## config.mk

```make
export PLATFORM = sky130hd
export DESIGN_NAME = factor_game_ctrl_flat
export DESIGN_NICKNAME = d
export VERILOG_FILES = /design/src/rtl/factor_game_ctrl_if.sv /design/src/rtl/factor_game_ctrl.sv /design/src/flat_wrapper.sv
export SDC_FILE = /design/constraint.sdc
export NUM_CORES = 1
export LEC_CHECK = 0
export ABC_AREA = 1
export CAP_MARGIN = 30
export CORE_MARGIN = 2
export CORE_UTILIZATION = 47
export CTS_CLUSTER_SIZE = 28
export DETAILED_ROUTE_END_ITERATION = 16
export GPL_ROUTABILITY_DRIVEN = 0
export MAX_ROUTING_LAYER = met4
export PLACE_DENSITY_LB_ADDON = 0.12
export SETUP_SLACK_MARGIN = 0.5
export SLEW_MARGIN = 20
export SYNTH_ARGS = -nofsm -noshare
export SYNTH_HDL_FRONTEND = slang
export SYNTH_SLANG_ARGS = --single-unit
```

## constraint.sdc

```tcl
create_clock -name CLK -period 1.5 [get_ports CLK]
set_input_delay 0.45 -clock CLK [delete_from_list [all_inputs] [get_ports CLK]]
set_output_delay 0.45 -clock CLK [all_outputs]
set_load 0.02 [all_outputs]
```

## src/rtl/factor_game_ctrl_if.sv

```systemverilog
// Bundle between the game controller and its environment.
// master: the controller side; slave: generator/judge/display side.
interface factor_game_ctrl_if #(
    parameter int HP_W = 2
);
    logic            OK_IN;
    logic            QUE_IN;
    logic            DEC_IN;
    logic [1:0]      JUDG_IN;
    logic            READY_OUT;
    logic            QUE_REQ;
    logic [3:0]      STATE;
    logic [HP_W-1:0] HP_OUT;
    logic [3:0]      SCORE;
    logic [3:0]      Q_CNT;
    logic            WIN;
    logic            LOSE;

    modport master (
        input  OK_IN, QUE_IN, DEC_IN, JUDG_IN,
        output READY_OUT, QUE_REQ, STATE, HP_OUT,
        output SCORE, Q_CNT, WIN, LOSE
    );

    modport slave (
        output OK_IN, QUE_IN, DEC_IN, JUDG_IN,
        input  READY_OUT, QUE_REQ, STATE, HP_OUT,
        input  SCORE, Q_CNT, WIN, LOSE
    );
endinterface

```

## src/rtl/factor_game_ctrl.sv

```systemverilog
// Factorization game sequencer: questions, answers, HP and score.
// Answer timer compiled in only with FACT_CTRL_TIMEOUT_EN.
module factor_game_ctrl #(
    parameter int HP_W    = 2,
    parameter int HP_INIT = 3,
    parameter int Q_NUM   = 4,
    parameter int TIMEOUT = 1000
) (
    input logic CLK,
    input logic RST,
    factor_game_ctrl_if.master bus
);
    localparam logic [3:0] S_IDLE   = 4'd0;
    localparam logic [3:0] S_REQ    = 4'd1;
    localparam logic [3:0] S_WAIT_Q = 4'd2;
    localparam logic [3:0] S_ANSWER = 4'd3;
    localparam logic [3:0] S_JUDGE  = 4'd4;
    localparam logic [3:0] S_HIT    = 4'd5;
    localparam logic [3:0] S_NEXT   = 4'd6;
    localparam logic [3:0] S_WIN    = 4'd7;
    localparam logic [3:0] S_LOSE   = 4'd8;

    localparam logic [3:0] Q_LAST = 4'(Q_NUM - 1);
    localparam logic [3:0] S_MAX  = 4'(Q_NUM);

    logic [3:0]      state_q, state_d;
    logic            ok_q;
    logic [HP_W-1:0] hp_q, hp_d;
    logic [3:0]      score_q, score_d;
    logic [3:0]      q_cnt_q, q_cnt_d;
    logic            start;
    logic            tmr_zero;

    assign start = bus.OK_IN && !ok_q;

`ifdef FACT_CTRL_TIMEOUT_EN
    localparam int TW = $clog2(TIMEOUT);
    localparam logic [TW-1:0] TMR_LOAD = TW'(TIMEOUT - 1);

    logic [TW-1:0] tmr_q, tmr_d;

    assign tmr_zero = (tmr_q == '0);

    // Loaded on every path into ANSWER so a retry gets a full window
    always_comb begin
        tmr_d = tmr_q;
        if (state_q == S_WAIT_Q || state_q == S_HIT)
            tmr_d = TMR_LOAD;
        else if (state_q == S_ANSWER && !tmr_zero)
            tmr_d = tmr_q - TW'(1);
    end

    always_ff @(posedge CLK or posedge RST) begin
        if (RST) tmr_q <= '0;
        else     tmr_q <= tmr_d;
    end
`else
    logic unused_timeout;
    assign unused_timeout = ^TIMEOUT;
    assign tmr_zero       = 1'b0;
`endif

    always_comb begin
        state_d = state_q;
        hp_d    = hp_q;
        score_d = score_q;
        q_cnt_d = q_cnt_q;
        case (state_q)
            S_IDLE: begin
                if (start) begin
                    state_d = S_REQ;
                    hp_d    = HP_W'(HP_INIT);
                    score_d = 4'd0;
                    q_cnt_d = 4'd0;
                end
            end
            S_REQ:    state_d = S_WAIT_Q;
            S_WAIT_Q: if (bus.QUE_IN) state_d = S_ANSWER;
            S_ANSWER: begin
                if (bus.DEC_IN)    state_d = S_JUDGE;
                else if (tmr_zero) state_d = S_HIT;
            end
            S_JUDGE: begin
                if (bus.JUDG_IN == 2'b01)      state_d = S_NEXT;
                else if (bus.JUDG_IN == 2'b10) state_d = S_HIT;
            end
            S_HIT: begin
                if (hp_q != '0) hp_d = hp_q - HP_W'(1);
                state_d = (hp_q <= HP_W'(1)) ? S_LOSE : S_ANSWER;
            end
            S_NEXT: begin
                if (score_q < S_MAX) score_d = score_q + 4'd1;
                if (q_cnt_q >= Q_LAST) begin
                    state_d = S_WIN;
                end else begin
                    q_cnt_d = q_cnt_q + 4'd1;
                    state_d = S_REQ;
                end
            end
            S_WIN, S_LOSE: if (start) state_d = S_IDLE;
            default: state_d = S_IDLE;
        endcase
    end

    // Edge register resets high so a button held through reset is ignored
    always_ff @(posedge CLK or posedge RST) begin
        if (RST) begin
            state_q <= S_IDLE;
            ok_q    <= 1'b1;
            hp_q    <= '0;
            score_q <= 4'd0;
            q_cnt_q <= 4'd0;
        end else begin
            state_q <= state_d;
            ok_q    <= bus.OK_IN;
            hp_q    <= hp_d;
            score_q <= score_d;
            q_cnt_q <= q_cnt_d;
        end
    end

    assign bus.STATE     = state_q;
    assign bus.READY_OUT = (state_q == S_IDLE);
    assign bus.QUE_REQ   = (state_q == S_REQ);
    assign bus.WIN       = (state_q == S_WIN);
    assign bus.LOSE      = (state_q == S_LOSE);
    assign bus.HP_OUT    = hp_q;
    assign bus.SCORE     = score_q;
    assign bus.Q_CNT     = q_cnt_q;
endmodule

```

## src/flat_wrapper.sv

```systemverilog
// flat-port wrapper written by rule: the top's interface ports become plain ports
module factor_game_ctrl_flat 
#(
    parameter int HP_W    = 2,
    parameter int HP_INIT = 3,
    parameter int Q_NUM   = 4,
    parameter int TIMEOUT = 1000
)
  (CLK, RST, bus_OK_IN, bus_QUE_IN, bus_DEC_IN, bus_JUDG_IN, bus_READY_OUT, bus_QUE_REQ, bus_STATE, bus_HP_OUT, bus_SCORE, bus_Q_CNT, bus_WIN, bus_LOSE);
  factor_game_ctrl_if #(.HP_W(HP_W)) bus_i ();
  input logic CLK;
  input logic RST;
  input wire logic [$bits(bus_i.OK_IN)-1:0] bus_OK_IN;
  input wire logic [$bits(bus_i.QUE_IN)-1:0] bus_QUE_IN;
  input wire logic [$bits(bus_i.DEC_IN)-1:0] bus_DEC_IN;
  input wire logic [$bits(bus_i.JUDG_IN)-1:0] bus_JUDG_IN;
  output wire logic [$bits(bus_i.READY_OUT)-1:0] bus_READY_OUT;
  output wire logic [$bits(bus_i.QUE_REQ)-1:0] bus_QUE_REQ;
  output wire logic [$bits(bus_i.STATE)-1:0] bus_STATE;
  output wire logic [$bits(bus_i.HP_OUT)-1:0] bus_HP_OUT;
  output wire logic [$bits(bus_i.SCORE)-1:0] bus_SCORE;
  output wire logic [$bits(bus_i.Q_CNT)-1:0] bus_Q_CNT;
  output wire logic [$bits(bus_i.WIN)-1:0] bus_WIN;
  output wire logic [$bits(bus_i.LOSE)-1:0] bus_LOSE;
  assign bus_i.OK_IN = bus_OK_IN;
  assign bus_i.QUE_IN = bus_QUE_IN;
  assign bus_i.DEC_IN = bus_DEC_IN;
  assign bus_i.JUDG_IN = bus_JUDG_IN;
  assign bus_READY_OUT = bus_i.READY_OUT;
  assign bus_QUE_REQ = bus_i.QUE_REQ;
  assign bus_STATE = bus_i.STATE;
  assign bus_HP_OUT = bus_i.HP_OUT;
  assign bus_SCORE = bus_i.SCORE;
  assign bus_Q_CNT = bus_i.Q_CNT;
  assign bus_WIN = bus_i.WIN;
  assign bus_LOSE = bus_i.LOSE;
  factor_game_ctrl #(.HP_W(HP_W), .HP_INIT(HP_INIT), .Q_NUM(Q_NUM), .TIMEOUT(TIMEOUT)) u_core (.CLK(CLK), .RST(RST), .bus(bus_i));
endmodule
```

==> summary.md <==
| Metric | Value |
|---|---|
| I/O pin count | `25` |
| Register-to-Register Path Depth | `8` |
| Power per cell area | `1980 nW/µm²` |
| Reg2reg start | `u_core.bus.STATE[1]$_DFFE_PP0P_` |
| Num rows | `16` |
| H-tree levels | `1` |
| Final Routed Wirelength | `4490 µm` |
| Cells after Synth | `136` |
| CTS tree | `built` |
| R2R Setup Slk | `-0.21 ns` |
| Worst r2r dst | `u_core.bus.SCORE[0]$_DFFE_PP0P_` |
| Seq/Total Area, Yosys | `0.394` |
| Clock Skews | `0.00426 ns` |
| Seq cells post-synth | `15` |
| Core Region | `1940 µm²` |
| Layout Cells excl Fill | `228` |
| DRT antenna net count | `0` |
| Failing checks | `setup timing` |
| HPWL Detailed | `1910 µm` |
| Initial Utilization | `0.492` |
| CTS buffer count | `3` |
| Syn. warnings | `0` |
| Iter 0 DRT Violations | `69` |
| GRT Util Overall | `0.309` |
| Worst slew pin tran | `0.236 ns` |
| Fmax achieved | `0.577 GHz` |
| Clk sinks | `15` |
| Worst EP arrival | `1.28 ns` |
| DP Area | `1430 µm²` |
| Detail-routed via count per cell | `5.65` |
| Overall die height | `49.1 µm` |
| CP startpoint | `u_core.bus.STATE[3]$_DFFE_PP0P_` |
| Top-area cell type share of the netlist area | `0.367` |
| Startpoint types | `flip-flop` |
| Most frequent cells in the layout | `buf_6, buf_4, nand2_1, nand2_2, inv_1` |
| Layout cell share with drive strength beyond 1 | `0.617` |
| Final setup violation count | `19` |
| 1st-pass router iterations | `4` |
| Root buffer cell | `clkbuf_4` |
| Yosys cell types | `21` |
| Routed WL per cell | `19.7 µm` |
| Critical Path RT | `1.05 ns` |
| Pins Over Slew Limit | `0` |
| Peak VDD IR | `2040 µV` |
| Dominant cells by area after synthesis | `dfrtp_1, nand2_1, inv_1` |
| Hold Path Class | `in -> async` |
| Leak Pwr | `0.990 nW` |
| Met1 Wirelength | `1750 µm` |
| Clk slew on worst S/H paths | `0.11 ns` |
| Max-cap viol count | `0` |
| Antenna cell count | `0` |
| Global route overflow | `0` |
| Status | `finished, violations left` |
| Synthesized area per cell | `7.02 µm²` |
| # port buffers | `24` |
| Initial antenna violation count | `0` |
| Post-Place Setup Slack | `-0.324 ns` |
| Die ar. | `2410 µm²` |
| Clock buffer depth | `2` |
| DR WL met3 | `307 µm` |
| Final period util | `1.16` |
| CP Capture Type | `output pin` |
| Design area | `1840 µm²` |
| Fin worst setup slack | `-0.233 ns` |
| DRC Markers | `0` |
| Number of global-route vias before repair | `1224` |
| Worst skew pair latency | `0.30 ns` |
| Setup TNS | `-2.36 ns` |
| Crit-path max FO | `4` |
| Fin nets | `213` |
| First-pass GRT wire length | `5590 µm` |
| Final Hold Viols | `0` |
| Largest net degree at the start of global routing | `16` |
| Via count | `1288` |
| Top sig layer | `met4` |
| Slew HR | `0.842` |
| Syn Nets | `147` |
| Core Util, Final | `0.947` |
| Total power draw | `3.64 mW` |
| Final period demand of the worst path | `1.73 ns` |
| Met2 routed WL | `2180 µm` |
| Fin Hold WS | `0.448 ns` |
| Synth Cell Area | `955 µm²` |
| Critical setup path kind | `reg -> out` |
| Area leader, netlist | `dfrtp_1` |
| RSZ-0062 raised after global routing | `true` |
| Area growth syn-to-layout | `92.7%` |
| Cells after DPL | `206` |
| Die Wd | `49.1 µm` |
-- critical path, cell delays in order (launching register included) --
cell	delay [ns]
dfrtp_2	0.45
inv_1	0.11
nor2_2	0.14
nand2_2	0.10
inv_2	0.06
buf_4	0.13
-- layout make-up --
class                      instances  area (µm²)
clock buffer                       3        22.5
timing repair buffer              61         576
inverter                          26         113
fill                              60         103
multi-input combinational         95         704
tap                               27        33.8
sequential                        15         385
clock inverter                     1        5.00
-- where the power goes --
group          switching, mW  internal, mW
Clock                  0.161        0.0996
Combinational           1.54          1.18
Sequential             0.146         0.508
-- layer usage --
metal / global-route usage / vias up
met5: - / -
met4: 0.0762 / 0
li1: - / 543
met2: 0.552 / 98
met1: 0.365 / 620
met3: 0.0429 / 27
-- worst max-delay path by stage --
stage / endpoint / slack (ns) / cells after the start
floorplan: bus_QUE_REQ / 0.18 / 3
global placement: bus_QUE_REQ / -0.29 / 4
detailed placement: bus_QUE_REQ / -0.32 / 4
CTS: bus_QUE_REQ / -0.15 / 4
global route: bus_QUE_REQ / -0.25 / 4
finish: bus_LOSE / -0.23 / 5
-- Yosys cell counts --
master     n
nand2_2    5
o21ai_0    2
dfrtp_1   14
ha_1       4
nand2_1   39
nor2_1    16
o21ai_1    3
or2_2      1
nor3_1     1
or2_1      2
nor2_4     2
xor2_1     1
o21bai_1   4
dfstp_2    1
nor2_2     3
clkinv_2   1
inv_2      2
inv_1     23
a21oi_1    2
nand3b_1   1
nand3_1    9
-- logic make-up after synthesis --
| group | synth area share |
|---|---|
| compound gates | 0.0681 |
| simple gates | 0.372 |
| flops | 0.395 |
| fa+ha+maj | 0.0524 |
| xor+xnor | 0.00918 |
| buf+inv | 0.104 |
-- sequential cells by signal, indices dropped and copies added (netlist names) --
signal / flops
u_core.bus.SCORE: 4
u_core.bus.STATE: 4
u_core.bus.Q_CNT: 4
u_core.bus.HP_OUT: 2
u_core.ok_q: 1
-- timing repair --
action	in CTS	in global routing
gates resized for setup	134	29
endpoints found under the setup margin	32	32
hold buffers	0	0
pin swaps	18	13
buffers inserted	12	6
(Power assumes the default switching activity.)
